### config.mk
export PLATFORM = sky130hd
export DESIGN_NAME = conv_window_buffer
export DESIGN_NICKNAME = d
export VERILOG_FILES = /design/src/rtl/conv_window_buffer.sv
export SDC_FILE = /design/constraint.sdc
export NUM_CORES = 1
export LEC_CHECK = 0
export ABC_AREA = 0
export CAP_MARGIN = 20
export CORE_MARGIN = 2
export CORE_UTILIZATION = 44
export CTS_BUF_LIST = sky130_fd_sc_hd__clkbuf_16
export CTS_CLUSTER_SIZE = 20
export DETAILED_ROUTE_END_ITERATION = 16
export GPL_TIMING_DRIVEN = 0
export PLACE_DENSITY = 0.91
export SETUP_SLACK_MARGIN = 0.02
export SYNTH_ARGS = -nofsm -noshare
export SYNTH_HDL_FRONTEND = slang
export SYNTH_SLANG_ARGS = --single-unit
export TNS_END_PERCENT = 20
### constraint.sdc
create_clock -name clk_i -period 1.9 [get_ports clk_i]
set_clock_uncertainty 0.15 [all_clocks]
set_input_delay 0.19 -clock clk_i [delete_from_list [all_inputs] [get_ports clk_i]]
set_output_delay 0.19 -clock clk_i [all_outputs]
set_load 0.005 [all_outputs]
### src/rtl/conv_window_buffer.sv
`default_nettype none
// ============================================================================
// Module  : conv_window_buffer
// Brief   : Sliding row window feeding the conv layer (valid/ready, stride, seq end)
// Revision: 1.0 - initial release
// ============================================================================
module conv_window_buffer #(
    parameter int INPUT_LAYER_HEIGHT = 4,
    parameter int KERNEL_WIDTH       = 2,
    parameter int WORD_SIZE          = 16,
    parameter int STRIDE             = 1
) (
    input  logic                                                         clk_i,
    input  logic                                                         reset_i,
    input  logic                                                         valid_i,
    output logic                                                         ready_o,
    input  logic [KERNEL_WIDTH-1:0][WORD_SIZE-1:0]                       data_i,
    input  logic                                                         last_i,
    input  logic                                                         flush_i,
    output logic                                                         valid_o,
    input  logic                                                         ready_i,
    output logic [INPUT_LAYER_HEIGHT-1:0][KERNEL_WIDTH-1:0][WORD_SIZE-1:0] data_o,
    output logic                                                         last_o
);

    localparam int c_CNT_W = $clog2(INPUT_LAYER_HEIGHT + 1);
    localparam logic [c_CNT_W-1:0] c_FULL   = c_CNT_W'(INPUT_LAYER_HEIGHT);
    localparam logic [c_CNT_W-1:0] c_STRIDE = c_CNT_W'(STRIDE);
    localparam logic [c_CNT_W-1:0] c_ONE    = c_CNT_W'(1);

    generate
        if (INPUT_LAYER_HEIGHT < 1 || STRIDE < 1 || STRIDE > INPUT_LAYER_HEIGHT) begin : g_bad_cfg
            $error("conv_window_buffer: need INPUT_LAYER_HEIGHT >= 1 and 1 <= STRIDE <= INPUT_LAYER_HEIGHT");
        end
    endgenerate

    typedef enum logic [0:0] {
        S_FILL = 1'b0,
        S_HOLD = 1'b1
    } state_t;

    state_t                                                         r_state;
    logic [c_CNT_W-1:0]                                             r_rows_needed;
    logic                                                           r_seq_last;
    logic                                                           r_last;
    logic [INPUT_LAYER_HEIGHT-1:0][KERNEL_WIDTH-1:0][WORD_SIZE-1:0] r_data;

    logic w_last_acc;
    logic w_completes;

    assign w_last_acc  = r_seq_last | last_i;
    assign w_completes = (r_rows_needed == c_ONE);

    assign ready_o = (r_state != S_HOLD);
    assign valid_o = (r_state == S_HOLD);
    assign last_o  = r_last;
    assign data_o  = r_data;

    always_ff @(posedge clk_i) begin
        if (reset_i || flush_i) begin
            r_state       <= S_FILL;
            r_rows_needed <= c_FULL;
            r_seq_last    <= 1'b0;
            r_last        <= 1'b0;
            r_data        <= '0;
        end else begin
            case (r_state)
                S_FILL: begin
                    if (valid_i) begin
                        // Oldest row sits at index 0 and falls off the end.
                        for (int k = 0; k < INPUT_LAYER_HEIGHT - 1; k++) begin
                            r_data[k] <= r_data[k+1];
                        end
                        r_data[INPUT_LAYER_HEIGHT-1] <= data_i;
                        if (w_completes) begin
                            r_state       <= S_HOLD;
                            r_rows_needed <= '0;
                            r_seq_last    <= w_last_acc;
                            r_last        <= w_last_acc;
                        end else if (last_i) begin
                            // Short sequence: drop the partial window, keep the stale rows.
                            r_rows_needed <= c_FULL;
                            r_seq_last    <= 1'b0;
                        end else begin
                            r_rows_needed <= r_rows_needed - c_ONE;
                            r_seq_last    <= w_last_acc;
                        end
                    end
                end
                S_HOLD: begin
                    if (ready_i) begin
                        r_state       <= S_FILL;
                        r_rows_needed <= r_seq_last ? c_FULL : c_STRIDE;
                        r_seq_last    <= 1'b0;
                        r_last        <= 1'b0;
                    end
                end
                default: begin
                    r_state <= S_FILL;
                end
            endcase
        end
    end

endmodule
`default_nettype wire
# Word level (Yosys, flattened, before mapping)
# Index checks and enable logic that the tools add are counted.
# word_totals
ff_bits,134
# classes
n_addsub,1
eq_ne,4
mux,18
bitwise_logic,2
reduce_logical,4
# ops
op,count
$mux 3,5
$mux 1,9
$pmux 1 s2,3
$pmux 3 s2,1
$ne 2x2->1 const B,2
$reduce_and 2->1,2
$eq 3x1->1 const B,1
$reduce_and 3->1,1
$sub 3x1->3 const B,1
$ne 2x1->1 const B,1
$logic_or 1x1->1,1
$not 1->1,1
$or 1x1->1,1

# Longest topological paths before layout
# depth
depth_word,5
mapped_depth,6
mapped_depth_nobuf,5

# Least setup slack after synthesis
# OpenSTA, ideal clock, no wires.
# synth_timing
path_type,reg2reg
startpoint,reg r_rows_needed[0]
endpoint,reg r_rows_needed[1]
arrival_time_ps,1279
t_required_ps,1680
setup_slack_ps,401
stages_incl_launch_ff,5
path_buffers,0
synth_period_minus_slack_ps,1499
path_cell_list,dfxtp_1 > inv_1 > ha_1 > or4_1 > a21oi_1
# synth_between
elab_chain_len,5
# synth_rtl
element,line_no,rtl
"start, declared",43,logic [c_CNT_W-1:0] r_rows_needed;
"start signal, assigned",62,r_rows_needed <= c_FULL;
"start signal, assigned",82,r_rows_needed <= c_FULL;
"start signal, assigned",85,r_rows_needed <= r_rows_needed - c_ONE;
$sub 3x1->3,85,
$mux 3,80,end else if (last_i) begin
$mux 3 (*),75,if (w_completes) begin
$mux 3 (*),69,if (valid_i) begin
$pmux 3 s2 (*),67,case (r_state)
# Every way passes the cells marked *; elsewhere a longest branch is shown, timed or not. The select of a mux whose other input is x is not followed.
# A chain may end at the register's enable or synchronous reset.

# Worst setup path in the final report
# layout_timing
startpoint,reg r_state (netlist: valid_o)
endpoint,out ready_o
# layout_between
elab_chain_len,1
# layout_rtl
element,line_no,rtl
"start, declared",42,state_t r_state;
"start signal, assigned",61,r_state <= S_FILL;
"start signal, assigned",76,r_state <= S_HOLD;
"start signal, assigned",92,r_state <= S_FILL;
$not 1->1 (no source line),--,
"end, declared",16,"output logic ready_o,"
# No other way between the ends.

==> run summary <==
GPL Wtd Cong: 0.8510
syn_nets: 635
met2 GRT Util: 0.4105
PwrDens: 893.2 nW/µm²
ANT cells: 0
DR pass1 iterations: 7
Cells after Synth: 595
Initial DRC Count: 271
chip width: 107.3 µm
Final Hold Violating Endpoints: 0
placed insts: 899
share of cells above drive strength 1: 0.07421
GRT busiest layer: met2
Avg Cell Area, Syn: 7.894 µm²
WHS: 0.1749 ns
fin cells: 931
hold crit path type: in -> reg
TritonCTS clock tree: yes
post-synth top area share: 0.5711
total chip power: 6.360 mW
initial antenna violation count: 0
Worst Path Max Fanout: 9
H-tree depth: 4
Starting Density: 0.4550
clock buffer depth: 2
CTS root buf: clkbuf_16
design area: 7121 µm²
reg2reg path depth: 5
final period utilization: 0.9248
Critical R2R Launch: valid_o
Vias/cell: 4.818
Max transition margin: 0.5944
startpoint types: register
fin nets: 822
GRT met3 Usage: 0.06780
via count: 4,486
vias in the first global route: 4,304
RR Endpoint: data_o[118]
Mapped Area: 4697 µm²
Top FF cell, synth: dfxtp_1
Cell variety after synth: 22
status: finished, final reports clean
most common cell in the netlist: nand2_1
drt drc: 0
Peak Freq: 569.1 MHz
gr usage total: 0.2301
worst slew pin tran: 0.6083 ns
Reg2Reg Setup Slack: 0.25 ns
DR WL/cell: 14.17 µm
Clock Latency Late Sink: 0.40 ns
Worst Setup SP: valid_o
RSZ-0062 raised after global routing: false
Final WS setup: 0.1429 ns
final core area utilization: 0.6897
chip height: 107.3 µm
Reg clk slew, reported paths: 0.06 ns
total die area: 11,520 µm²
CP Data Arrival Time: 1.42 ns
Crit path required time: 1.56 ns
port bufs: 168
clock net sink count: 134
ANT nets after route: 0
Seq/Total Area, Yosys: 0.5711
half-perimeter wire length after placement: 9.704 mm
GRT overflow: 0
met1 Usage GRT: 0.2588
Post-synth EDFFs: 0
Tmin final: 1.757 ns
synth warn: 0
async set-reset flop share out of synthesis: 0
Total Routed Length: 13.19 mm
number of synthesized register bits: 134
Leak: 2.389 nW
Setup crit end kind: output port
Syn-to-layout area delta: 51.60%
Placed Area: 6549 µm²
reported max-cap violation count: 0
CP endpoint: ready_o
top post-synthesis cells by area: dfxtp_1, nand2_1, a21oi_1
Final Max Tran Viols: 0
post-placement setup slack: -0.3366 ns
Site Rows: 37
first-pass GRT wire length: 20.80 mm
post-synth top area cell: dfxtp_1
core footprint: 10,320 µm²
Final setup viols: 0
largest net degree at the start of global routing: 17
I/O Pins: 169
final setup TNS: 0 ns
CTS buffer count: 17
VDD IR max: 0.6901 mV
WS Path Type: reg -> out
Commonest cells post-synth: nand2_1, dfxtp_1, a21oi_1
## logic make-up (layout without fill, tap and decap cells)
logic type / after synthesis / after routing / share of synthesized area
buffers and inverters: 50 / 250 / 0.04822
adders and majority gates: 2 / 2 / 0.005327
AOI/OAI and AO/OA: 140 / 140 / 0.1553
and+or+nand+nor: 269 / 269 / 0.2200
DFF: 134 / 134 / 0.5711
## layout by cell type (no fill, tap or decap)
cell	instances
nand3_1	3
nor2b_1	3
o211ai_1	3
a221o_1	1
buf_4	3
ha_1	2
a21oi_1	131
bufinv_16	1
clkinv_2	1
clkinv_4	3
clkinv_1	1
nor2_1	1
clkinvlp_4	2
a31oi_1	1
o2111ai_1	1
clkdlybuf4s50_1	168
a221oi_1	1
inv_1	5
clkbuf_1	19
inv_8	1
buf_2	22
nand2b_1	2
nor3_1	1
or4_1	1
dfxtp_2	1
a311oi_1	1
clkbuf_16	17
inv_6	6
or2_2	1
nand2_1	257
dfxtp_1	133
a2bb2oi_1	1
clkbuf_2	1
## registers in the layout (all words and copies together) (netlist names)
name and flops:
data_o 128, last_o 1, r_rows_needed 3, r_seq_last 1, valid_o 1
## worst max-delay path: stages (launching register included)
cell and delay (ns):
dfxtp_2 0.36, inv_1 0.11, clkdlybuf4s50_1 0.54
## worst min-delay path by stage
stage | start | endpoint | slack (ns) | depth (start not counted)
after global placement | data_o[19] | data_o[19] | 0.29 | 2
after CTS | data_i[25] | data_o[121] | 0.16 | 3
after global routing | data_i[4] | data_o[100] | 0.16 | 3
after floorplan | data_i[4] | data_o[100] | 0.18 | 2
after detailed placement | data_o[25] | data_o[25] | 0.30 | 2
final | data_i[1] | data_o[97] | 0.17 | 3
## area by class of cell
type | count | area [µm²]
inverters | 5 | 18.77
clock inverters | 15 | 143.9
fillers | 848 | 3203
repair buffers | 168 | 1682
flip-flops and latches | 134 | 2684
multi-input cells | 411 | 1788
clock buffers | 17 | 425.4
well taps | 136 | 170.2
plain buffers | 45 | 209.0
## per-layer routing
| layer | share of wire | wire, µm | vias up |
|---|---|---|---|
| li1 | - | - | 2309 |
| met1 | 0.42 | 5505 | 2033 |
| met2 | 0.51 | 6684 | 127 |
| met3 | 0.057 | 752 | 17 |
| met4 | 0.019 | 248 | 0 |
| met5 | 0 | 0 | - |
## where the power goes
part,total (mW),switching [mW],internal [mW]
Clock,3.12,1.29,1.83
Sequential,2.87,0.0246,2.84
Combinational,0.376,0.207,0.169
Total,6.36,1.52,4.84
## what timing repair did
| action | 4_1_cts | 5_1_grt |
|---|---|---|
| buffers inserted | 0 | 0 |
| setup endpoints to repair | 0 | 10 |
| hold buffers | 0 | 0 |
| gates resized for setup | 0 | 3 |
(Power assumes the default switching activity.)
